--- src/rtl/controller_reader_if.sv ---
// controller_reader_if
//   Groups the controller-side serial lines and the parallel button word of
//   controller_reader into one bundle.
//   master : the reader (drives ctrl_latch, ctrl_clk, controller_inputs,
//            frame_done; receives ctrl_data_p1/p2)
//   slave  : the controllers plus the downstream consumer (opposite directions)
//   Signals:
//     ctrl_data_p1/p2    serial data from P1/P2, active-low, asynchronous
//     ctrl_latch         shared latch strobe to both controllers
//     ctrl_clk           shared serial clock to both controllers
//     controller_inputs  16-bit button word, 1 = pressed, P1 in [15:8]
//     frame_done         1-cycle strobe when controller_inputs updates
interface controller_reader_if;
  logic        ctrl_data_p1;
  logic        ctrl_data_p2;
  logic        ctrl_latch;
  logic        ctrl_clk;
  logic [15:0] controller_inputs;
  logic        frame_done;

  modport master (
    input  ctrl_data_p1,
    input  ctrl_data_p2,
    output ctrl_latch,
    output ctrl_clk,
    output controller_inputs,
    output frame_done
  );

  modport slave (
    output ctrl_data_p1,
    output ctrl_data_p2,
    input  ctrl_latch,
    input  ctrl_clk,
    input  controller_inputs,
    input  frame_done
  );
endinterface

--- src/rtl/controller_reader.sv ---
// controller_reader
//   Polls two NES-style serial controllers once per POLL_CYC cycles and
//   publishes a 16-bit button word (1 = pressed). P1 in [15:8], P2 in [7:0];
//   per byte MSB..LSB: A, B, Select, Start, Up, Down, Left, Right.
// Ports:
//   clk   in  system clock
//   nrst  in  asynchronous active-low reset
//   bus   controller_reader_if.master
//         (ctrl_data_p1/p2 in, ctrl_latch/ctrl_clk/controller_inputs/frame_done out)
// Parameters:
//   HALF_CYC  clk cycles per controller half-period (>= 3)
//   POLL_CYC  clk cycles between frame starts (>= 1)
// Build option:
//   CTRL_DEBOUNCE_EN  when defined, a frame is published only if it matches
//                     the previous raw frame word.
module controller_reader #(
  parameter int HALF_CYC = 4,
  parameter int POLL_CYC = 166667
) (
  input  logic                 clk,
  input  logic                 nrst,
  controller_reader_if.master  bus
);

  localparam int PW = (POLL_CYC > 1) ? $clog2(POLL_CYC) : 1;
  localparam int HW = $clog2(2 * HALF_CYC);
  localparam logic [PW-1:0] POLL_LAST  = PW'(POLL_CYC - 1);
  localparam logic [HW-1:0] LATCH_LAST = HW'(2 * HALF_CYC - 1);
  localparam logic [HW-1:0] HALF_LAST  = HW'(HALF_CYC - 1);

  typedef enum logic [2:0] {
    S_IDLE, S_LATCH, S_GAP, S_HIGH, S_LOW, S_DONE
  } state_t;

  state_t        state_q, state_d;
  logic [PW-1:0] poll_q, poll_d;
  logic          pend_q, pend_d;
  logic [HW-1:0] ph_q, ph_d;
  logic [2:0]    bit_q, bit_d;
  logic [7:0]    sr1_q, sr1_d, sr2_q, sr2_d;
  logic [1:0]    sync1_q, sync2_q;
  logic [15:0]   cin_q, cin_d;
  logic          fd_q, fd_d;
  logic          latch_q, latch_d;
  logic          cclk_q, cclk_d;
  logic [15:0]   word;
  logic          upd;
  logic          shift;
  logic          wrap, half_end, start;

  assign wrap     = (poll_q == POLL_LAST);
  assign half_end = (ph_q == HALF_LAST);
  // A wrap that lands mid-frame is remembered; DONE can launch the next frame directly.
  assign start    = ((state_q == S_IDLE) || (state_q == S_DONE)) && (wrap || pend_q);

  // State register
  always_ff @(posedge clk or negedge nrst) begin
    if (!nrst) begin
      state_q <= S_IDLE;
      poll_q  <= '0;
      pend_q  <= 1'b0;
      ph_q    <= '0;
      bit_q   <= '0;
      sr1_q   <= '0;
      sr2_q   <= '0;
      sync1_q <= '1;
      sync2_q <= '1;
      cin_q   <= '0;
      fd_q    <= 1'b0;
      latch_q <= 1'b0;
      cclk_q  <= 1'b0;
    end else begin
      state_q <= state_d;
      poll_q  <= poll_d;
      pend_q  <= pend_d;
      ph_q    <= ph_d;
      bit_q   <= bit_d;
      sr1_q   <= sr1_d;
      sr2_q   <= sr2_d;
      sync1_q <= {sync1_q[0], bus.ctrl_data_p1};
      sync2_q <= {sync2_q[0], bus.ctrl_data_p2};
      cin_q   <= cin_d;
      fd_q    <= fd_d;
      latch_q <= latch_d;
      cclk_q  <= cclk_d;
    end
  end

  // Next-state logic
  always_comb begin
    state_d = state_q;
    ph_d    = ph_q + HW'(1);
    bit_d   = bit_q;
    shift   = 1'b0;
    poll_d  = wrap ? '0 : poll_q + PW'(1);
    pend_d  = start ? 1'b0 : (pend_q | wrap);
    unique case (state_q)
      S_IDLE: begin
        ph_d = '0;
        if (start) state_d = S_LATCH;
      end
      S_LATCH: begin
        if (ph_q == LATCH_LAST) begin
          state_d = S_GAP;
          ph_d    = '0;
        end
      end
      S_GAP: begin
        if (half_end) begin
          shift   = 1'b1;
          bit_d   = 3'd1;
          state_d = S_HIGH;
          ph_d    = '0;
        end
      end
      S_HIGH: begin
        if (half_end) begin
          state_d = S_LOW;
          ph_d    = '0;
        end
      end
      S_LOW: begin
        if (half_end) begin
          shift = 1'b1;
          ph_d  = '0;
          if (bit_q == 3'd7) begin
            bit_d   = '0;
            state_d = S_DONE;
          end else begin
            bit_d   = bit_q + 3'd1;
            state_d = S_HIGH;
          end
        end
      end
      S_DONE: begin
        ph_d    = '0;
        state_d = start ? S_LATCH : S_IDLE;
      end
      default: state_d = S_IDLE;
    endcase
  end

  // First bit shifted (A) ends up in bit 7 after eight shifts.
  assign sr1_d = shift ? {sr1_q[6:0], sync1_q[1]} : sr1_q;
  assign sr2_d = shift ? {sr2_q[6:0], sync2_q[1]} : sr2_q;
  assign word  = ~{sr1_d, sr2_d};

`ifdef CTRL_DEBOUNCE_EN
  logic [15:0] raw_q, raw_d;

  assign raw_d = (state_d == S_DONE) ? word : raw_q;
  assign upd   = (state_d == S_DONE) && (word == raw_q);

  always_ff @(posedge clk or negedge nrst) begin
    if (!nrst) raw_q <= '0;
    else       raw_q <= raw_d;
  end
`else
  assign upd = (state_d == S_DONE);
`endif

  // Outputs are decoded from the next state and registered, so each output
  // lines up with the state it belongs to without combinational glitches.
  always_comb begin
    latch_d = (state_d == S_LATCH);
    cclk_d  = (state_d == S_HIGH);
    fd_d    = upd;
    cin_d   = upd ? word : cin_q;
  end

  assign bus.ctrl_latch        = latch_q;
  assign bus.ctrl_clk          = cclk_q;
  assign bus.controller_inputs = cin_q;
  assign bus.frame_done        = fd_q;

endmodule

--- src/flat_wrapper.sv ---
// flat-port wrapper written by rule: the top's interface ports become plain ports
module controller_reader_flat 
#(
  parameter int HALF_CYC = 4,
  parameter int POLL_CYC = 166667
)
  (clk, nrst, bus_ctrl_data_p1, bus_ctrl_data_p2, bus_ctrl_latch, bus_ctrl_clk, bus_controller_inputs, bus_frame_done);
  controller_reader_if bus_i ();
  input  logic clk;
  input  logic nrst;
  input wire logic [$bits(bus_i.ctrl_data_p1)-1:0] bus_ctrl_data_p1;
  input wire logic [$bits(bus_i.ctrl_data_p2)-1:0] bus_ctrl_data_p2;
  output wire logic [$bits(bus_i.ctrl_latch)-1:0] bus_ctrl_latch;
  output wire logic [$bits(bus_i.ctrl_clk)-1:0] bus_ctrl_clk;
  output wire logic [$bits(bus_i.controller_inputs)-1:0] bus_controller_inputs;
  output wire logic [$bits(bus_i.frame_done)-1:0] bus_frame_done;
  assign bus_i.ctrl_data_p1 = bus_ctrl_data_p1;
  assign bus_i.ctrl_data_p2 = bus_ctrl_data_p2;
  assign bus_ctrl_latch = bus_i.ctrl_latch;
  assign bus_ctrl_clk = bus_i.ctrl_clk;
  assign bus_controller_inputs = bus_i.controller_inputs;
  assign bus_frame_done = bus_i.frame_done;
  controller_reader #(.HALF_CYC(HALF_CYC), .POLL_CYC(POLL_CYC)) u_core (.clk(clk), .nrst(nrst), .bus(bus_i));
endmodule
--- config.mk ---
export PLATFORM = sky130hd
export DESIGN_NAME = controller_reader_flat
export DESIGN_NICKNAME = d
export VERILOG_FILES = /design/src/rtl/controller_reader_if.sv /design/src/rtl/controller_reader.sv /design/src/flat_wrapper.sv
export SDC_FILE = /design/constraint.sdc
export NUM_CORES = 1
export LEC_CHECK = 0
export BUFFER_PORTS_ARGS = -buffer_cell sky130_fd_sc_hd__clkbuf_2
export CAP_MARGIN = 20
export CORE_UTILIZATION = 40
export DETAILED_ROUTE_END_ITERATION = 6
export GPL_TIMING_DRIVEN = 0
export PLACE_DENSITY_LB_ADDON = 0.1
export SKIP_LAST_GASP = 1
export SYNTH_ARGS = -nofsm -noshare
export SYNTH_HDL_FRONTEND = slang
export SYNTH_SLANG_ARGS = --single-unit
--- constraint.sdc ---
create_clock -name clk -period 2.65 [get_ports clk]
set_clock_uncertainty 0.05 [all_clocks]
set_input_delay 0.53 -clock clk [delete_from_list [all_inputs] [get_ports clk]]
set_output_delay 0.53 -clock clk [all_outputs]
set_load 0.02 [all_outputs]
==> metrics.cfg <==
[floorplanning]
fp-row-count=30
fp.dieH_um=87.57
coreArea_sq_um=6944
initial_core_util_pct=42.18
ioPinCount=23
die_w_um=87.57
dieArea_sq_um=7669

[synthesis]
synth.avg_cell_area_sq_um=11.91
synthFlopType=dfrtp_1
ys_async_sr_fraction_pct=100.0
netlist_area_sq_um=2929
synth_top_area_share_pct=53.82
yosysUniqueCellTypes=39
ys_seq_area_share_pct=57.41
synth_edf_count=0
ys_seq_elements=67
synth_top_area_cell=dfrtp_1
syn_nets=259
yosys-top-cells-count=dfrtp_1, inv_1, mux2i_1
synth.yosys.warnings=0
synth.most_common_cell=dfrtp_1
syn_inst=246
synthTopCellsByArea=dfrtp_1, mux2i_1, mux2_2

[final_layout]
regArea_sq_um=1682
fill_cells=643
instances_no_fill=381
fin_nets=293
diodes=0
syn_to_final_growth_pct=16.79
drive_above_1_share_pct=22.46
multi_input_area_sq_um=1122

[power]
ir_drop_uv=303.2
pwr_density_cell_nw_per_um2=583.1
p_leak_nw=1.628

[grt]
grt_max_degree=48
first_global_vias=1703
track_usage_pct=14.16
grt_pass1_wl_mm=8.121
grt_overflow=0
antenna_found_initial=0

[run_status]
status=finished clean

[cts]
cts_tree=done
root_buffer=clkbuf_8
cts_max_level=3
cts_buffers=9
clock_sinks=67
path_clk_slew_ps=70
cts_buffer_depth=2
worstSkewPairLatency_ps=340

[detailed_routing]
wl_per_cell_um=12.61
vias=1808
drtIter0Drc=72
wirelength_mm=4.803
vias_per_cell=4.745
remaining_drc_errors=0
first_pass_iters=4
postRouteAntennaNets=0

[placement]
place_congestion=0.7593
placed_cells=365
io_buffers=22
dp_hpwl_mm=3.323

[setup_path]
crit_slowest_cell=dfrtp_1
required_ps=2860
worst-setup-path-type=flip-flop to flip-flop
cpPeakStageDelay_ps=430
arrival_ps=2670
crit_chain=inv_1 > ha_1 > nor4bb_1 > nand4_1 > or3_4 > a21oi_4 > buf_8 > mux2i_1
critPathCaptureType=flip-flop
critPathLaunchType=flip-flop
cp_max_fo=10

[timing]
finalCritPeriodShare_pct=93.06
rsz0062_at_grt=false
fin_tns_setup_ps=0
tightest_slew_ps=673.2
setup_viol=0
drv_slew=0
relSlewSlack_pct=54.95
period_minus_slack_ps=2466
fmax_mhz=405.5
final-hold-violation-count=0

[flow_run]
max_cap_viol_count=0

[worst_hold_path]
hp-class=primary input to asynchronous set/reset pin

==> power breakdown <==
group	switching (W)	internal (W)	total, W
logic	0.0000202	0.00000614	0.0000263
clock network	0.000385	0.000555	0.000940
registers	0.000000863	0.00103	0.00103
total	0.000406	0.00159	0.00199
==> layout by cell type, fill, tap and decap left out, types with 5 or more instances in the layout <==
cell type   n
clkbuf_8   10
xnor2_1    10
mux2_2     13
nand2_1    13
clkbuf_2   21
mux2i_1    16
ha_1        9
inv_1      24
dfrtp_1    63
o21ai_0     6
nor2b_1     7
xor2_1      5
nand3_1     8
a21oi_1     7
nor2_1     13
==> sequential cells by signal, indices dropped and copies added, names as in the netlist <==
| signal | count |
|---|---|
| u_core.bus.frame_done | 1 |
| u_core.ph_q | 3 |
| u_core.bus.ctrl_latch | 1 |
| u_core.bus.ctrl_clk | 1 |
| u_core.sync2_q | 2 |
| u_core.pend_q | 1 |
| u_core.sync1_q | 2 |
| u_core.sr1_q | 8 |
| u_core.bit_q | 3 |
| u_core.poll_q | 18 |
| u_core.sr2_q | 8 |
| u_core.bus.controller_inputs | 16 |
| u_core.state_q | 3 |
==> worst max-delay path, delay by kind of cell, from the launching register on <==
family	cells	cell delay [ps]
adders and majority gates	1	140
AOI/OAI and AO/OA	1	370
DFF	1	430
muxes	1	190
buffers and inverters	2	280
and+or+nand+nor	3	930
==> cell families (layout without fill, tap and decap cells) <==
logic type                 Yosys count  count (layout)  synth area share, %
adders and majority gates            9               9                3.845
AOI/OAI and AO/OA                   23              23                5.041
and+or+nand+nor                     69              69                13.16
xor gates and xnor gates            15              15                4.485
buffers and inverters               31              70                4.442
muxes                               32              32                11.62
DFF                                 67              67                57.41
==> final cells by class <==
class	instances	area share (%)
sequential	67	49.16
timing repair buffer	23	4.097
clock buffer	10	4.023
buffer	7	1.170
clock inverter	6	2.597
multi-input combinational	148	32.81
inverter	24	2.634
tap	96	3.511
==> path summary, 6_finish.rpt <==
kind / startpoint / to / slack (ps) / cells past startpoint
hold reg to reg: u_core.sync2_q[0]$_DFF_PN1_ / u_core.sync2_q[1]$_DFF_PN1_ / 310 / 0
max in group asynchronous: nrst / u_core.sync1_q[0]$_DFF_PN1_ / 1910 / 2
min in group clk: bus_ctrl_data_p1 / u_core.sync1_q[0]$_DFF_PN1_ / 220 / 1
hold / removal: nrst / u_core.bit_q[2]$_DFFE_PN0P_ / 60 / 1
setup reg to reg: u_core.poll_q[0]$_DFF_PN0_ / u_core.bus.controller_inputs[12]$_DFFE_PN0N_ / 180 / 8
setup / recovery: u_core.poll_q[0]$_DFF_PN0_ / u_core.bus.controller_inputs[12]$_DFFE_PN0N_ / 180 / 8
==> metal layers <==
layer | GRT usage (%) | part of all wire (%) | up-vias
met3 | 4.901 | 3.6 | 8
met4 | 5.812 | 1.3 | 0
met1 | 18.99 | 51 | 868
met2 | 21.09 | 44 | 27
met5 | 0 | 0 | -
li1 | - | - | 905
==> through the flow <==
stage	total power, W	setup WS (ps)	hold WS (ps)	util [%]	area (sq um)
CTS	0.002031	130.3	64.35	49.24	3420
global route	0.002071	11.04	69.62	49.26	3421
global placement	0.001071	1.501	295.7	45.50	3159
floorplan	0.001048	462.9	184.4	-	2929
detailed placement	0.001077	22.50	299.4	45.93	3189
finish	0.001995	183.8	64.38	49.26	3421
==> repair_timing <==
| item | in CTS | in global routing |
|---|---|---|
| setup endpoints to repair | 2 | 1 |
| pin swaps | 0 | 1 |
| buffers inserted | 0 | 0 |
| resized for setup | 1 | 1 |
| hold buffers | 0 | 0 |
(Power assumes the default switching activity.)
